**config.mk**
```make
export PLATFORM = sky130hd
export DESIGN_NAME = comp_seq_wide_flat
export DESIGN_NICKNAME = d
export VERILOG_FILES = /design/src/rtl/comp_seq_wide_if.sv /design/src/rtl/comp_seq_wide.sv /design/src/flat_wrapper.sv
export SDC_FILE = /design/constraint.sdc
export NUM_CORES = 1
export LEC_CHECK = 0
export CELL_PAD_IN_SITES_DETAIL_PLACEMENT = 1
export CELL_PAD_IN_SITES_GLOBAL_PLACEMENT = 1
export CORE_MARGIN = 8
export CORE_UTILIZATION = 26
export DETAILED_ROUTE_END_ITERATION = 6
export HOLD_SLACK_MARGIN = 0.08
export PLACE_DENSITY_LB_ADDON = 0.1
export REMOVE_ABC_BUFFERS = 1
export SETUP_SLACK_MARGIN = 0.02
export SLEW_MARGIN = 20
export SYNTH_ARGS = -nofsm -noshare
export SYNTH_HDL_FRONTEND = slang
export SYNTH_SLANG_ARGS = --single-unit
```
**constraint.sdc**
```tcl
create_clock -name clk_i -period 1.8 [get_ports clk_i]
set_input_delay 0.54 -clock clk_i [delete_from_list [all_inputs] [get_ports clk_i]]
set_output_delay 0.54 -clock clk_i [all_outputs]
set_load 0.03 [all_outputs]
```
**src/rtl/comp_seq_wide_if.sv**
```systemverilog
// rtl/comp_seq_wide_if.sv - word-pair stream and result flags for comp_seq_wide
interface comp_seq_wide_if #(
  parameter int WIDTH = 32
);
  logic             start_i;
  logic             valid_i;
  logic [WIDTH-1:0] a_i;
  logic [WIDTH-1:0] b_i;
  logic             ready_o;
  logic             busy_o;
  logic             done_o;
  logic             bg_o;
  logic             eq_o;
  logic             sl_o;

  modport slave (
    input  start_i, valid_i, a_i, b_i,
    output ready_o, busy_o, done_o, bg_o, eq_o, sl_o
  );

  modport master (
    output start_i, valid_i, a_i, b_i,
    input  ready_o, busy_o, done_o, bg_o, eq_o, sl_o
  );
endinterface

```
**src/rtl/comp_seq_wide.sv**
```systemverilog
// rtl/comp_seq_wide.sv - sequential unsigned comparator over WORDS x WIDTH operands, MSW first
module comp_seq_wide #(
  parameter int WORDS = 4,
  parameter int WIDTH = 32
) (
  input  logic           clk_i,
  input  logic           rst_i,
  comp_seq_wide_if.slave bus
);
  localparam int               CNT_W = $clog2(WORDS + 1);
  localparam logic [CNT_W-1:0] LAST  = CNT_W'(WORDS - 1);

  typedef enum logic [1:0] {S_IDLE, S_RUN, S_DONE} state_t;

  state_t           r_state;
  logic [CNT_W-1:0] r_cnt;
  logic             r_run_bg, r_run_eq, r_run_sl;
  logic             r_ready, r_busy, r_done;
  logic             r_bg, r_eq, r_sl;

  logic [WIDTH-1:0] w_a, w_b;
  logic             w_hs;
  logic             w_bg, w_eq, w_sl;

  assign w_a  = bus.a_i;
  assign w_b  = bus.b_i;
  assign w_hs = bus.valid_i && r_ready;

  // Decision freezes once a word differs; the more significant word dominates.
  always_comb begin
    w_bg = r_run_bg;
    w_eq = r_run_eq;
    w_sl = r_run_sl;
    if (r_run_eq) begin
      if (w_a > w_b) begin
        w_bg = 1'b1;
        w_eq = 1'b0;
      end else if (w_a < w_b) begin
        w_sl = 1'b1;
        w_eq = 1'b0;
      end
    end
  end

  always_ff @(posedge clk_i or posedge rst_i) begin
    if (rst_i) begin
      r_state  <= S_IDLE;
      r_cnt    <= '0;
      r_run_bg <= 1'b0;
      r_run_eq <= 1'b1;
      r_run_sl <= 1'b0;
      r_ready  <= 1'b0;
      r_busy   <= 1'b0;
      r_done   <= 1'b0;
      r_bg     <= 1'b0;
      r_eq     <= 1'b1;
      r_sl     <= 1'b0;
    end else begin
      case (r_state)
        S_IDLE: begin
          r_done <= 1'b0;
          if (bus.start_i) begin
            r_state  <= S_RUN;
            r_cnt    <= '0;
            r_run_bg <= 1'b0;
            r_run_eq <= 1'b1;
            r_run_sl <= 1'b0;
            r_ready  <= 1'b1;
            r_busy   <= 1'b1;
          end
        end
        S_RUN: begin
          if (w_hs) begin
            r_cnt    <= r_cnt + CNT_W'(1);
            r_run_bg <= w_bg;
            r_run_eq <= w_eq;
            r_run_sl <= w_sl;
            if (r_cnt == LAST) begin
              r_state <= S_DONE;
              r_ready <= 1'b0;
              r_done  <= 1'b1;
              r_bg    <= w_bg;
              r_eq    <= w_eq;
              r_sl    <= w_sl;
            end
          end
        end
        S_DONE: begin
          r_state <= S_IDLE;
          r_busy  <= 1'b0;
          r_done  <= 1'b0;
        end
        default: begin
          r_state <= S_IDLE;
          r_ready <= 1'b0;
          r_busy  <= 1'b0;
          r_done  <= 1'b0;
        end
      endcase
    end
  end

  assign bus.ready_o = r_ready;
  assign bus.busy_o  = r_busy;
  assign bus.done_o  = r_done;
  assign bus.bg_o    = r_bg;
  assign bus.eq_o    = r_eq;
  assign bus.sl_o    = r_sl;
endmodule

```
**src/flat_wrapper.sv**
```systemverilog
// flat-port wrapper written by rule: the top's interface ports become plain ports
module comp_seq_wide_flat 
#(
  parameter int WORDS = 4,
  parameter int WIDTH = 32
)
  (clk_i, rst_i, bus_start_i, bus_valid_i, bus_a_i, bus_b_i, bus_ready_o, bus_busy_o, bus_done_o, bus_bg_o, bus_eq_o, bus_sl_o);
  comp_seq_wide_if #(.WIDTH(WIDTH)) bus_i ();
  input  logic clk_i;
  input  logic rst_i;
  input wire logic [$bits(bus_i.start_i)-1:0] bus_start_i;
  input wire logic [$bits(bus_i.valid_i)-1:0] bus_valid_i;
  input wire logic [$bits(bus_i.a_i)-1:0] bus_a_i;
  input wire logic [$bits(bus_i.b_i)-1:0] bus_b_i;
  output wire logic [$bits(bus_i.ready_o)-1:0] bus_ready_o;
  output wire logic [$bits(bus_i.busy_o)-1:0] bus_busy_o;
  output wire logic [$bits(bus_i.done_o)-1:0] bus_done_o;
  output wire logic [$bits(bus_i.bg_o)-1:0] bus_bg_o;
  output wire logic [$bits(bus_i.eq_o)-1:0] bus_eq_o;
  output wire logic [$bits(bus_i.sl_o)-1:0] bus_sl_o;
  assign bus_i.start_i = bus_start_i;
  assign bus_i.valid_i = bus_valid_i;
  assign bus_i.a_i = bus_a_i;
  assign bus_i.b_i = bus_b_i;
  assign bus_ready_o = bus_i.ready_o;
  assign bus_busy_o = bus_i.busy_o;
  assign bus_done_o = bus_i.done_o;
  assign bus_bg_o = bus_i.bg_o;
  assign bus_eq_o = bus_i.eq_o;
  assign bus_sl_o = bus_i.sl_o;
  comp_seq_wide #(.WORDS(WORDS), .WIDTH(WIDTH)) u_core (.clk_i(clk_i), .rst_i(rst_i), .bus(bus_i));
endmodule
```
==> results of run 1 <==
==> worst min-delay path by stage <==
| stage | slack (ns) | endpoint | startpoint |
|---|---|---|---|
| after floorplan | 0.43 | u_core.bus.bg_o | rst_i |
| after global placement | 0.47 | u_core.r_cnt[2] | u_core.r_cnt[2] |
| after detailed placement | 0.47 | u_core.bus.busy_o | u_core.bus.busy_o |
| after CTS | 0.48 | u_core.r_state[0] | u_core.r_state[1] |
| after global routing | 0.51 | u_core.r_state[0] | u_core.r_state[1] |
| final | 0.48 | u_core.bus.busy_o | u_core.bus.busy_o |
==> layer usage <==
layer / GRT usage (%) / share of wire [%]
met2: 23.81 / 52
met4: 2.865 / 0.61
met5: 0 / 0
met1: 14.29 / 41
met3: 3.076 / 6.5
==> cell usage in the layout (no fill, tap or decap), types with 6 or more instances in the layout <==
| master | count |
|---|---|
| a21oi_1 | 7 |
| buf_2 | 21 |
| buf_4 | 20 |
| buf_6 | 22 |
| clkdlybuf4s15_1 | 15 |
| dfrtp_1 | 12 |
| dlygate4sd2_1 | 12 |
| ha_4 | 29 |
| inv_1 | 9 |
| inv_2 | 23 |
| nand2_1 | 14 |
| nand3_1 | 6 |
==> state kept, by name, summed over array words and instances (netlist names) <==
name	cells
u_core.r_run_sl	1
u_core.r_cnt	3
u_core.r_run_eq	1
u_core.bus.ready_o	1
u_core.r_state	2
u_core.bus.busy_o	1
u_core.bus.eq_o	1
u_core.bus.sl_o	1
u_core.bus.bg_o	1
u_core.r_run_bg	1
u_core.bus.done_o	1
==> final cells by class <==
type,count,area [um^2]
multi-input cells,118,1455
clock buffers,4,55.05
flip-flops and latches,14,352.8
fillers,634,2566
well taps,72,90.09
repair buffers,97,808.3
inverters,36,145.1
==> cells in the mapped netlist, types with 2 or more instances <==
cell | number | area share [%]
inv_1 | 36 | 9.3
ha_1 | 34 | 29
a21oi_1 | 12 | 4.1
dfstp_2 | 2 | 3.6
and3_1 | 2 | 0.86
nand2_1 | 17 | 4.4
o31ai_1 | 2 | 1.0
a211oi_1 | 3 | 1.5
dfrtp_1 | 12 | 21
nand4_2 | 2 | 1.7
a21o_1 | 4 | 2.1
nor2_1 | 4 | 1.0
nand4_1 | 3 | 1.3
nand3_1 | 6 | 2.1
o21ai_0 | 5 | 1.7
==> cell families (layout without fill, tap and decap cells) <==
family / count (synthesis) / in the layout
simple gates: 45 / 45
compound gates: 38 / 38
buf+inv: 36 / 137
fa+ha+maj: 34 / 34
flops: 14 / 14
mux: 1 / 1
==> repair_timing <==
| item | in CTS | in global routing |
|---|---|---|
| endpoints found under the hold margin | 0 | 0 |
| gates resized for setup | 295 | 15 |
| endpoints found under the setup margin | 12 | 6 |
| buffers inserted | 4 | 1 |
| pin swaps | 65 | 8 |
==> power by group <==
| part | switching (uW) | internal, uW |
|---|---|---|
| clock network | 111 | 193 |
| registers | 81.2 | 444 |
| logic | 472 | 497 |
==> metrics by stage <==
stage	cells	hold slack, ns
2_1_floorplan	168	0.4278
3_3_place_gp	332	0.4716
3_5_place_dp	332	0.4728
4_1_cts	340	0.4820
5_1_grt	341	0.5138
6_report	341	0.4753
==> worst max-delay path, stage by stage <==
cell	delay (ns)
buf_6	0.07
inv_2	0.03
ha_4	0.25
nand4_1	0.16
nor4_4	0.32
and4_4	0.30
and3_4	0.21
nand2_4	0.05
o31ai_2	0.20
==> flow_metrics.env, run 1 <==
export IMPL_outcome="finished, violations left"
export IMPL_violations="setup timing"
export IMPL_startpoint="bus_b_i[26]"
export IMPL_p_total_uw=1798
export IMPL_ys_flop_type="dfrtp_1"
export IMPL_synth_edf_count=0
export IMPL_syn_inst=168
export IMPL_grt_util_all_layers_pct=12.83
export IMPL_final_setup_tns_ns=-0.8187
export IMPL_insertion_delay_ns=0.24
export IMPL_cts_tree="done"
export IMPL_first_pass_iters=4
export IMPL_antenna_left=0
export IMPL_antenna_found_initial=0
export IMPL_netlist_area_um2=1456
export IMPL_ys_seq_elements=14
export IMPL_layout_nets=372
export IMPL_yosys_warnings=0
export IMPL_synth_compound_area_share_pct=18.47
export IMPL_vias_per_cell=4.633
export IMPL_skew_ns=0.002276
export IMPL_holdBufCountCts=0
export IMPL_critPathRequiredTime_ns=1.96
export IMPL_io_pins=74
export IMPL_grt_pass1_vias=1961
export IMPL_dp_slack_ns=-0.9539
export IMPL_synth_xor_area_share_pct=0
export IMPL_arrival_ns=2.14
export IMPL_drcViolationCount=0
export IMPL_reg2reg_depth=7
export IMPL_drtIter0Drc=12
export IMPL_fmax_mhz=505.4
export IMPL_grt_overflow_total=0
export IMPL_core_um2=5473
export IMPL_synth_async_reset_ratio_pct=100.0
export IMPL_grt_pass1_wl_um=8983
export IMPL_grt_setup_unrepaired="yes"
export IMPL_numCtsBuffers=3
export IMPL_post_route_util_pct=53.11
export IMPL_syn_area_per_cell_um2=8.669
export IMPL_path_class="in -> reg"
export IMPL_dieArea_um2=8253
export IMPL_start_util_pct=26.61
export IMPL_regToRegStartpoint="u_core.r_state[0]"
export IMPL_power_leakage_uw=0.001337
export IMPL_worst_slack_ns=-0.1786
export IMPL_vias=1580
export IMPL_clockBufferDepth=2
export IMPL_timing_critical_path_to="u_core.bus.eq_o"
export IMPL_crit_path_end_kind="register"
export IMPL_drt_total_wl_um=4957
export IMPL_synth_simple_area_share_pct=18.13
export IMPL_ys_seq_area_share_pct=24.23
export IMPL_cts_max_level=1
export IMPL_maxCapViolations=0
export IMPL_die_x_um=90.85
export IMPL_post_dp_cell_area_um2=2420
export IMPL_die_y_um=90.85
export IMPL_portBuffers=73
export IMPL_hp_class="reg -> reg"
export IMPL_synth_top_family_by_area="adder cells"
export IMPL_finalWeightedCongestion=0.7367
export IMPL_num_antenna_cells=0
export IMPL_ir_drop_uv=343.5
export IMPL_cts_sinks=14
export IMPL_relSlewSlack_pct=76.03
export IMPL_r2r_setup_slack_ns=0.20
export IMPL_fin_area_um2=2907
export IMPL_drv_slew=0
export IMPL_grt_max_degree=15
export IMPL_muxShareOfSynthArea_pct=0.6873
export IMPL_r2r_end="u_core.bus.sl_o"
export IMPL_cp_start_kind="input pin"
export IMPL_finalHoldViolCount=0
export IMPL_setup_viol=6
export IMPL_period_minus_slack_ns=1.979
export IMPL_area_growth_pct=99.57
export IMPL_rows=27
export IMPL_cts_root_buf="clkbuf_8"
export IMPL_synthAdderAreaFrac_pct=29.21
export IMPL_dp_hpwl_um=3815
export IMPL_clk_transition_reported_paths_ns=0.06
export IMPL_synthDistinctLibCells=39
export IMPL_period_share_pct=109.9
export IMPL_drive_gt1_share_pct=59.11
export IMPL_routedWlPerCell_um=14.54
export IMPL_holdPathStages=1
export IMPL_powerDensity_nw_per_um2=618.7
export IMPL_crit_fanout=3
export IMPL_worst_pin_slew_ns=0.3580
(Power assumes the default switching activity.)
==> inputs of run 2 (changes only) <==
CORE_UTILIZATION = 28   (was 26)
SLEW_MARGIN = 10   (was 20)
==> flow_metrics.env, run 2 (synthesis gave the netlist of run 1 again) <==
export IMPL_outcome="finished, violations left"
export IMPL_violations="setup timing"
export IMPL_die_y_um=88.12
export IMPL_relSlewSlack_pct=75.02
export IMPL_internal_power_uw=1071
export IMPL_largest_register_ffs=3
export IMPL_layout_cells_most_common="ha_4"
export IMPL_fillers=582
export IMPL_holdBufCountCts=0
export IMPL_power_leakage_uw=0.001279
export IMPL_most_common_layout_cells="ha_4 (29), inv_2 (26), buf_2 (19), buf_6 (19), clkdlybuf4s15_1 (17)"
export IMPL_clockBufferDepth=2
export IMPL_cts_max_level=1
export IMPL_path_class="in -> reg"
export IMPL_drt_total_wl_um=5239
export IMPL_comb_power_share_pct=53.4
export IMPL_start_util_pct=28.70
export IMPL_cts_sinks=14
export IMPL_layout_nets=366
export IMPL_insertion_delay_ns=0.25
export IMPL_sw_frac_of_total_pct=38.40
export IMPL_dieArea_um2=7765
export IMPL_period_minus_slack_ns=1.983
export IMPL_worstPathCellList="clkdlybuf4s15_1, ha_4, a21oi_2, a21boi_2, or4_4, a21oi_4, a32o_2"
export IMPL_skew_ns=0.006823
export IMPL_drtIter0Drc=9
export IMPL_fmax_mhz=504.2
export IMPL_worst_pin_slew_ns=0.3731
export IMPL_placedCellCount=325
export IMPL_drv_slew=0
export IMPL_cp_start_kind="input pin"
export IMPL_period_share_pct=110.2
export IMPL_portBuffers=73
export IMPL_cp_slowest_cell="or4_4"
export IMPL_grt_setup_unrepaired="yes"
export IMPL_grt_pass1_vias=1918
export IMPL_reg_top3="u_core.r_cnt: 3 flops, u_core.r_state: 2 flops"
export IMPL_core_um2=5075
export IMPL_final_setup_tns_ns=-0.7997
export IMPL_hp_class="reg -> reg"
export IMPL_powerDensity_nw_per_um2=615.0
export IMPL_crit_fanout=5
export IMPL_arrival_ns=2.18
export IMPL_regMostFlops="u_core.r_cnt"
export IMPL_rows=26
export IMPL_clk_transition_reported_paths_ns=0.06
export IMPL_slowest_delay_ns=0.50
export IMPL_die_x_um=88.12
export IMPL_maxCapViolations=0
export IMPL_antenna_left=0
export IMPL_area_growth_pct=94.07
export IMPL_ir_drop_uv=448.4
export IMPL_vias=1550
export IMPL_grt_overflow_total=0
export IMPL_finalHoldViolCount=0
export IMPL_antenna_found_initial=1
export IMPL_first_pass_iters=3
export IMPL_grt_util_all_layers_pct=14.93
export IMPL_p_sw_uw=667.4
export IMPL_dp_hpwl_um=4038
export IMPL_fin_hold_ws_ns=0.4766
export IMPL_routedWlPerCell_um=15.64
export IMPL_cts_root_buf="clkbuf_8"
export IMPL_setup_viol=6
export IMPL_numCtsBuffers=3
export IMPL_crit_path_end_kind="register"
export IMPL_seq_power_share_pct=31.0
export IMPL_grt_max_degree=15
export IMPL_critPathRequiredTime_ns=1.99
export IMPL_vias_per_cell=4.627
export IMPL_worst_slack_ns=-0.1834
export IMPL_p_total_uw=1738
export IMPL_fin_cells=335
export IMPL_p_clk_share_pct=15.6
export IMPL_drive_gt1_share_pct=57.41
export IMPL_cts_tree="done"
export IMPL_io_pins=74
export IMPL_grt_pass1_wl_um=9142
export IMPL_drcViolationCount=0
export IMPL_finalWeightedCongestion=0.7207
-- run 2: changes by cell type in the layout (fill, tap and decap cells not counted), moves of 3 or more --
cell / previous run / this run
a21oi_2: 3 / 6
buf_4: 20 / 16
inv_2: 23 / 26
buf_6: 22 / 19
-- run 2: critical path: cells and delay by family --
kind	cells	cell delay, ns
simple gates	1	0.50
buf+inv	1	0.22
fa+ha+maj	1	0.27
compound gates	4	0.64
-- run 2: stage by stage --
step	worst slack (ns)	util, %	area (um^2)
floorplan	-0.3472	-	1456
global placement	-0.9628	46.89	2380
detailed placement	-0.9591	46.89	2380
CTS	-0.1733	55.23	2803
global route	-0.2739	55.65	2824
finish	-0.1834	55.70	2826
-- run 2: what timing repair did --
action | in CTS | in global routing
gates resized for setup | 274 | 22
pin swaps | 62 | 20
buffers inserted | 4 | 0
setup endpoints to repair | 12 | 6
-- run 2: metal layers --
layer,global-route usage (%),wire (um),up-vias
li1,-,-,784
met1,16.46,2115,715
met2,25.72,2575,46
met3,5.535,475,5
met4,5.069,73,0
met5,0,0,-
-- run 2: final timing paths --
kind	start	endpoint	slack [ns]	cells past startpoint
worst min register to register	u_core.r_state[1]	u_core.r_state[0]	0.48	1
worst max register to register	u_core.r_state[0]	u_core.bus.sl_o	0.24	7
min in group asynchronous	rst_i	u_core.r_run_sl	0.59	3
max in group asynchronous	rst_i	u_core.r_run_eq	0.96	3
worst max-delay path	bus_a_i[3]	u_core.r_run_sl	-0.18	7
worst min-delay path	u_core.r_state[1]	u_core.r_state[0]	0.48	1
-- run 2: layout make-up --
type / instances / area [um^2] / share of cell area, %
inverter: 36 / 142.6 / 5.046
antenna: 2 / 5.005 / 0.1771
multi-input combinational: 118 / 1434 / 50.73
timing repair buffer: 91 / 759.5 / 26.87
sequential: 14 / 352.8 / 12.48
clock buffer: 4 / 45.04 / 1.594
tap: 70 / 87.58 / 3.099
-- run 2: power groups by stage --
stage | Combinational, uW | Clock [uW] | Sequential, uW
after floorplan | 350 | 0 | 615
after global placement | 814 | 0 | 538
after detailed placement | 835 | 0 | 546
after CTS | 914 | 281 | 542
after global routing | 1040 | 298 | 567
final | 928 | 271 | 540
